[config.mk]
export PLATFORM = sky130hd
export DESIGN_NAME = and_gate_exerciser
export DESIGN_NICKNAME = d
export VERILOG_FILES = /design/src/rtl/and_ex_pkg.sv /design/src/rtl/hold_timer.sv /design/src/rtl/and_gate_exerciser.sv
export SDC_FILE = /design/constraint.sdc
export NUM_CORES = 1
export LEC_CHECK = 0
export BUFFER_PORTS_ARGS = -buffer_cell sky130_fd_sc_hd__buf_2
export CAP_MARGIN = 20
export CORE_MARGIN = 1
export CORE_UTILIZATION = 50
export CTS_CLUSTER_DIAMETER = 200
export DETAILED_ROUTE_END_ITERATION = 7
export GPL_TIMING_DRIVEN = 0
export HOLD_SLACK_MARGIN = 0.12
export PLACE_DENSITY = 0.72
export SYNTH_ARGS = -nofsm -noshare
export SYNTH_HDL_FRONTEND = slang
export SYNTH_SLANG_ARGS = --single-unit
export TNS_END_PERCENT = 1
[constraint.sdc]
create_clock -name clk -period 3.8 [get_ports clk]
set_input_delay 0.76 -clock clk [delete_from_list [all_inputs] [get_ports clk]]
set_output_delay 0.76 -clock clk [all_outputs]
set_load 0.02 [all_outputs]
[src/rtl/and_ex_pkg.sv]
// Shared types and helpers for the and_gate exerciser.
package and_ex_pkg;

    typedef enum logic [1:0] {
        IDLE,
        DRIVE,
        FIN
    } state_e;

    localparam int N_PATTERNS = 4;

    typedef struct packed {
        logic a;
        logic b;
    } pat_t;

    // Pattern index bit 1 drives in_a, bit 0 drives in_b.
    function automatic pat_t pattern_to_inputs(input logic [1:0] idx);
        pat_t p;
        p.a = idx[1];
        p.b = idx[0];
        return p;
    endfunction

endpackage

[src/rtl/hold_timer.sv]
// Loadable down-counter; expire flags terminal count and the counter
// reloads itself when decremented while expired.
module hold_timer #(
    parameter int W = 4
) (
    input  logic         clk_i,
    input  logic         rst_i,
    input  logic         load_i,
    input  logic         dec_i,
    input  logic [W-1:0] load_val_i,
    output logic         expire_o
);

    logic [W-1:0] cnt_q;
    logic [W-1:0] cnt_d;

    assign expire_o = (cnt_q == '0);

    // Next count: explicit load wins, otherwise count down with auto-reload.
    always_comb begin
        cnt_d = cnt_q;
        if (load_i) begin
            cnt_d = load_val_i;
        end else if (dec_i) begin
            cnt_d = expire_o ? load_val_i : cnt_q - 1'b1;
        end
    end

    // Counter register.
    always_ff @(posedge clk_i or posedge rst_i) begin
        if (rst_i) begin
            cnt_q <= '0;
        end else begin
            cnt_q <= cnt_d;
        end
    end

endmodule

[src/rtl/and_gate_exerciser.sv]
// Sweeps the and_gate inputs through 00,01,10,11 and counts response errors.
//
// state | meaning
// IDLE  | waiting for start, gate inputs held at 0
// DRIVE | sweeping patterns, sampling out_sum on the last hold cycle
// FIN   | one-cycle done pulse, pass result latched
module and_gate_exerciser
    import and_ex_pkg::*;
#(
    parameter int HOLD_CYCLES = 5,
    parameter int LOOPS       = 1,
    parameter int CNT_W       = 4
) (
    input  logic             clk,
    input  logic             rst,
    input  logic             start,
    output logic             in_a,
    output logic             in_b,
    input  logic             out_sum,
    output logic             busy,
    output logic             done,
    output logic             pass,
    output logic [CNT_W-1:0] err_cnt
);

    localparam int HW = (HOLD_CYCLES > 1) ? $clog2(HOLD_CYCLES) : 1;
    localparam int LW = (LOOPS > 1) ? $clog2(LOOPS) : 1;
    localparam logic [HW-1:0] HOLD_LOAD = HW'(HOLD_CYCLES - 1);
    localparam logic [LW-1:0] LOOP_LOAD = LW'(LOOPS - 1);
    localparam logic [1:0]    LAST_IDX  = 2'(N_PATTERNS - 1);

    state_e           state_q, state_d;
    logic [1:0]       idx_q, idx_d;
    logic [CNT_W-1:0] err_cnt_q, err_cnt_d;
    logic             busy_q, busy_d;
    logic             done_q, done_d;
    logic             pass_q, pass_d;
    logic             in_a_q, in_b_q;
    pat_t             pat_d;

    logic timer_load;
    logic hold_dec;
    logic hold_expire;
    logic loop_dec;
    logic loop_expire;
    logic mismatch;

    hold_timer #(.W(HW)) u_hold_timer (
        .clk_i      (clk),
        .rst_i      (rst),
        .load_i     (timer_load),
        .dec_i      (hold_dec),
        .load_val_i (HOLD_LOAD),
        .expire_o   (hold_expire)
    );

    hold_timer #(.W(LW)) u_loop_timer (
        .clk_i      (clk),
        .rst_i      (rst),
        .load_i     (timer_load),
        .dec_i      (loop_dec),
        .load_val_i (LOOP_LOAD),
        .expire_o   (loop_expire)
    );

    // The registered inputs are what the gate sees this cycle.
    assign mismatch = (out_sum != (in_a_q & in_b_q));

    // Next-state, pattern advance, error counting and result capture.
    always_comb begin
        state_d    = state_q;
        idx_d      = idx_q;
        err_cnt_d  = err_cnt_q;
        busy_d     = busy_q;
        done_d     = 1'b0;
        pass_d     = pass_q;
        timer_load = 1'b0;
        hold_dec   = 1'b0;
        loop_dec   = 1'b0;
        case (state_q)
            IDLE: begin
                if (start) begin
                    state_d    = DRIVE;
                    idx_d      = 2'd0;
                    err_cnt_d  = '0;
                    pass_d     = 1'b0;
                    busy_d     = 1'b1;
                    timer_load = 1'b1;
                end
            end
            DRIVE: begin
                hold_dec = 1'b1;
                if (hold_expire) begin
                    if (mismatch && (err_cnt_q != '1)) begin
                        err_cnt_d = err_cnt_q + 1'b1;
                    end
                    idx_d = idx_q + 2'd1;
                    if (idx_q == LAST_IDX) begin
                        loop_dec = 1'b1;
                        if (loop_expire) begin
                            state_d = FIN;
                            busy_d  = 1'b0;
                            done_d  = 1'b1;
                            // Includes a mismatch found on this final sample.
                            pass_d  = (err_cnt_d == '0);
                        end
                    end
                end
            end
            FIN: begin
                state_d = IDLE;
            end
            default: begin
                state_d = IDLE;
            end
        endcase

        pat_d = '0;
        if (state_d == DRIVE) begin
            pat_d = pattern_to_inputs(idx_d);
        end
    end

    // State and output registers.
    always_ff @(posedge clk or posedge rst) begin
        if (rst) begin
            state_q   <= IDLE;
            idx_q     <= 2'd0;
            err_cnt_q <= '0;
            busy_q    <= 1'b0;
            done_q    <= 1'b0;
            pass_q    <= 1'b0;
            in_a_q    <= 1'b0;
            in_b_q    <= 1'b0;
        end else begin
            state_q   <= state_d;
            idx_q     <= idx_d;
            err_cnt_q <= err_cnt_d;
            busy_q    <= busy_d;
            done_q    <= done_d;
            pass_q    <= pass_d;
            in_a_q    <= pat_d.a;
            in_b_q    <= pat_d.b;
        end
    end

    assign in_a    = in_a_q;
    assign in_b    = in_b_q;
    assign busy    = busy_q;
    assign done    = done_q;
    assign pass    = pass_q;
    assign err_cnt = err_cnt_q;

endmodule
==> results.ini, run 1 <==
[synth]
synthArstFlopShare=1.00
yosysWarnings=0
netlist_area_um2=838
syn-num-nets=91
synth_seq_cells=16
synth_edf_count=0
avgSynthCellArea_um2=9.86
synthCells=85
synth_seq_area_share=0.478
yosys.cell_types.count=33
synthFlopType=dfrtp_1

[floorplanning]
die_h_um=42.9
io-pin-count=13
core_area_um2=1540
fp.dieArea_um2=1840
start_util=0.544
row_count=14
die_w_um=42.9

[sta]
setup_slack_ps=2010
period_share=0.471
worst_slew_pin_slew_ps=599
min_period_ps=1790
fmax_mhz=559
finalSetupViolations=0
finClkSkew_ps=7.37
max-slew-margin-rel=0.600
tns_ps=0
slew_viol_final=0
finalHoldViolCount=0
rsz0062_at_grt=no

[routing]
wl_per_cell_um=14.1
viasPerCell=5.96
routed_wl_um=1640
vias=691
drc=0
drtIter0Drc=22
postRouteAntennaNets=0
dr.pass1.iters=5

[worst_setup_path]
cp.arrival_ps=1960
required_ps=3970
path_class=in2reg
slowest_stage=mux2_2
cp_cell_sequence=buf_2 -> a21boi_0 -> o21a_1 -> mux2_2 -> a41o_1
start_kind=input pin
cp_max_fo=4
rrSetupSlack_ps=2110
end_kind=flip-flop
cpPeakStageDelay_ps=350

[cts]
hold_buffers=0
clk_latency_ps=280
postCtsResizedCells=0
cts_sinks=16
cts_tree=yes
cts_htree_levels=1
post_cts_buffers=0
cts_buffers=3
cts-root-buf=clkbuf_4
clockBufferDepth=2
clk_pin_slew_worst_paths_ps=90

[place]
gp_congestion=0.808
dp_hpwl_um=1200
dp_slack_ps=1720
port_buffers=12

[grt]
grt.total_usage=0.195
antenna_found_initial=0
grt_pass1_wl_um=2620
grt_overflow=0
grt_pass1_vias=573
grt_max_degree=17

[worst_hold_path]
hold_path.class=in2async

[pwr]
total_leakage_power_nw=0.455
ir_worst_vdd_mv=0.415
powerDensity_nw_per_um2=739

[layout]
drive_gt1_frac=0.210
nNetsFinal=108
n_antenna_cell=0
syn_to_final_growth_pct=12.2

[outcome]
status=finished clean

[run]
max_cap_viol_count=0

state kept, by name, indices dropped and copies added (netlist names):
| signal | count |
|---|---|
| done | 1 |
| in_b | 1 |
| u_hold_timer.cnt_q | 3 |
| busy | 1 |
| state_q | 2 |
| idx_q | 2 |
| in_a | 1 |
| err_cnt | 4 |
| pass | 1 |
synthesized netlist by cell type (all sizes together) (2+ instances only):
library cell  number  area [µm²]
a21boi             2        18.8
nand2b             2        12.5
a21oi              6        30.0
o21a               3        22.5
nand3              3        15.0
nor2b              4        25.0
dfrtp             16         400
nand2             10        37.5
nor2               7        26.3
ha                 2        25.0
or3                2        22.5
inv                4        15.0
o21ai              6        30.0
stage by stage:
stage	cell area, µm²	util	hold WS (ps)	total power [mW]	instances
2_1_floorplan	838	-	501	0.527	85
3_3_place_gp	918	0.596	533	0.596	113
3_5_place_dp	918	0.596	543	0.610	113
4_1_cts	941	0.610	552	0.698	116
5_1_grt	941	0.610	597	0.749	116
6_report	941	0.610	531	0.696	116
placed cells by master (no fill, tap or decap), types with 2 or more instances in the layout:
cell / synthesis / final
dfrtp_1: 16 / 16
buf_2: 0 / 12
nand2_1: 10 / 10
nor2_1: 7 / 7
a21oi_1: 6 / 6
inv_1: 4 / 4
o21ai_0: 4 / 4
nor2b_1: 4 / 4
nand3_1: 3 / 3
o21a_1: 3 / 3
clkbuf_4: 0 / 3
nand2b_1: 2 / 2
or3_4: 2 / 2
o21ai_1: 2 / 2
ha_1: 2 / 2
report_power, final:
part           internal [mW]  switching [mW]  total [mW]  leakage [nW]
clock                 0.0367          0.0507      0.0874        0.0138
sequential             0.228          0.0748       0.303         0.204
combinational          0.140           0.165       0.305         0.237
metal layers:
metal  wire length, µm  global-route usage
met4                22              0.0545
met3               101              0.0553
met5                 0                   0
met2               715               0.267
met1               797               0.300
area by class of cell:
class | instances | area [µm²]
timing repair buffer | 12 | 60.1
multi-input combinational | 65 | 423
tap | 16 | 20.0
fill | 144 | 601
inverter | 4 | 15.0
sequential | 16 | 400
clock buffer | 3 | 22.5
final timing paths:
kind,end,start,cells after the start
min in group clk,idx_q[0]$_DFF_PP0_,idx_q[0]$_DFF_PP0_,2
setup reg to reg,pass$_DFFE_PP0P_,err_cnt[0]$_DFFE_PP0P_,5
setup / recovery,pass$_DFFE_PP0P_,out_sum,5
hold / removal,busy$_DFFE_PP0P_,rst,2
max in group asynchronous,in_b$_DFF_PP0_,rst,2
hold reg to reg,idx_q[0]$_DFF_PP0_,idx_q[0]$_DFF_PP0_,2
critical path, delay by kind of cell:
| kind | cells | cell delay (ps) |
|---|---|---|
| multiplexers | 1 | 350 |
| buffers and inverters | 1 | 80 |
| AO/OA/AOI/OAI | 3 | 770 |
cells by family after synthesis:
logic type,Yosys count,share of synthesized area
compound gates,27,0.225
buf+inv,4,0.0179
flops,16,0.478
fa+ha+maj,2,0.0298
mux,2,0.0254
simple gates,34,0.224
Power figures use the tool's default switching activity.
==> run 2, diff against run 1 <==
- CORE_UTILIZATION: 50 -> 48
- clock period: 3.8 -> 1.6 ns (I/O delays scaled with it)
==> run 2 against run 1 <==
Compared with the run above:
- cell count increased by 4.3%
- clock power increased to 3.2 times the previous value
- critical path depth decreased by 1
- count of clock-buffer cells in the layout increased by 1
- highest routed layer unchanged
==> results.ini, run 2 (synthesis gave the netlist of run 1 again) <==
[worst_setup_path]
end_kind=flip-flop
start_kind=flip-flop
path_class=reg2reg
required_ps=1800  ; -2170 ps
cp_max_fo=9  ; +5
cp.arrival_ps=1780  ; -180 ps

[pwr]
total_leakage_power_nw=0.485  ; +6.6%
comb_power_share=0.442  ; +0.004
switching_share=0.414  ; -0.00342
power_frac_clock=0.151  ; +0.025
powerDensity_nw_per_um2=1810  ; +150%
pwr-share-seq=0.406  ; -0.030
power_mw=1.85  ; +170%
ir_worst_vdd_mv=0.913  ; +120%
power.internal_mw=1.08  ; +170%
power_switching_mw=0.766  ; +160%

[cts]
clk_pin_slew_worst_paths_ps=100  ; about the same
cts_sinks=16  ; unchanged
cts-root-buf=clkbuf_4
cts_buffers=3  ; unchanged
cts_htree_levels=1  ; unchanged
clk_latency_ps=310  ; +30 ps
cts_tree=yes
clockBufferDepth=2  ; unchanged

[layout]
drive_gt1_frac=0.295  ; +0.0852
multiInputGateArea_um2=452  ; +6.8%
seq_area_um2=404  ; +0.94%
syn_to_final_growth_pct=21.6
fillers=127  ; -12%
nNetsFinal=112  ; +3.7%
layout_commonest_cell=dfrtp_1
utilization=0.647  ; +0.0364
largest_reg_flops=4  ; unchanged
final_cell_mix=dfrtp_1, buf_2, nand2_1
n_antenna_cell=0  ; unchanged
fin_area_um2=1020  ; +8.4%

[worst_hold_path]
hold_path.class=in2reg

[floorplanning]
io-pin-count=13  ; unchanged
die_w_um=43.8  ; +2.0%
row_count=14  ; unchanged
die_h_um=43.8  ; +2.0%
fp.dieArea_um2=1920  ; +4.0%
start_util=0.532  ; -0.0121
core_area_um2=1580  ; +2.3%

[routing]
drtIter0Drc=24  ; +9.1%
postRouteAntennaNets=0  ; unchanged
viasPerCell=6.04  ; +1.4%
routed_wl_um=1800  ; +10%
dr.pass1.iters=4  ; -1
vias=731  ; +5.8%
drc=0  ; unchanged
wl_per_cell_um=14.9  ; +5.6%

[grt]
grt_pass1_wl_um=2630  ; +0.50%
grt_overflow=0  ; unchanged
grt.total_usage=0.195  ; +0.000287
grt_pass1_vias=583  ; +1.7%
antenna_found_initial=0  ; unchanged
grt_max_degree=17  ; unchanged

[sta]
finalHoldViolCount=0  ; unchanged
period_share=0.991
finalSetupViolations=0  ; unchanged
max-slew-margin-rel=0.608  ; +0.00785
worst_slew_pin_slew_ps=587  ; -11.8 ps
fmax_mhz=631
min_period_ps=1590
slew_viol_final=0  ; unchanged
tns_ps=0  ; unchanged
finClkSkew_ps=9.16  ; +1.79 ps
hold_slack_ps=325  ; -206 ps

[run]
max_cap_viol_count=0  ; unchanged

[outcome]
status=finished clean

[place]
gp_congestion=0.813  ; +0.66%
port_buffers=12  ; unchanged
dp_hpwl_um=1140  ; -5.2%
placed_cell_area_um2=923  ; +0.54%

==> run 2: metrics by stage <==
stage                     worst slack [ps]  std cells
final                                 14.9        121
after global placement               -23.4        113
after floorplan                       9.09         85
after CTS                             11.3        119
after global routing                 -27.9        121
after detailed placement             -37.1        113
==> run 2: layout make-up <==
| class | count | area share |
|---|---|---|
| Timing Repair Buffer | 16 | 0.0908 |
| Inverter | 4 | 0.0147 |
| Sequential cell | 16 | 0.396 |
| Multi-Input combinational cell | 65 | 0.443 |
| Tap cell | 16 | 0.0196 |
| Clock buffer | 4 | 0.0356 |
==> run 2: final timing paths <==
kind	from	to	slack [ps]	cells past startpoint
min in group asynchronous	rst	in_b$_DFF_PP0_	610	3
max reg2reg	state_q[0]$_DFF_PP0_	err_cnt[1]$_DFFE_PP0P_	10	4
min reg2reg	busy$_DFFE_PP0P_	busy$_DFFE_PP0P_	570	2
max	state_q[0]$_DFF_PP0_	err_cnt[1]$_DFFE_PP0P_	10	4
max in group asynchronous	rst	u_hold_timer.cnt_q[2]$_DFFE_PP0P_	570	3
min	start	busy$_DFFE_PP0P_	320	3
==> run 2: per-layer routing <==
layer | wire [µm] | vias to the layer above | global-route usage | part of all wire
met5 | 0 | - | 0 | 0
met1 | 827 | 339 | 0.283 | 0.46
met4 | 75 | 0 | 0.131 | 0.042
met3 | 118 | 11 | 0.0500 | 0.065
met2 | 782 | 34 | 0.251 | 0.43
li1 | - | 347 | - | -
==> run 2: power groups by stage <==
stage / clock network [mW] / logic, mW / registers (mW)
floorplan: 0 / 0.489 / 0.769
global placement: 0 / 0.705 / 0.719
detailed placement: 0 / 0.722 / 0.721
CTS: 0.279 / 0.733 / 0.716
global route: 0.304 / 0.896 / 0.772
finish: 0.280 / 0.817 / 0.751
==> run 2: critical path, cell delays in order (launching register included) <==
cell and delay, ps:
dfrtp_1 520, nor4b_4 300, o21a_1 230, o21ai_0 180, a32o_1 250
==> run 2: what timing repair did <==
item                                    4_1_cts  5_1_grt
pin swaps                                     0        0
endpoints found under the setup margin        1        4
hold endpoints to repair                     16        0
gates resized for setup                       0        6
buffers inserted                              1        2
hold buffers                                  1        0
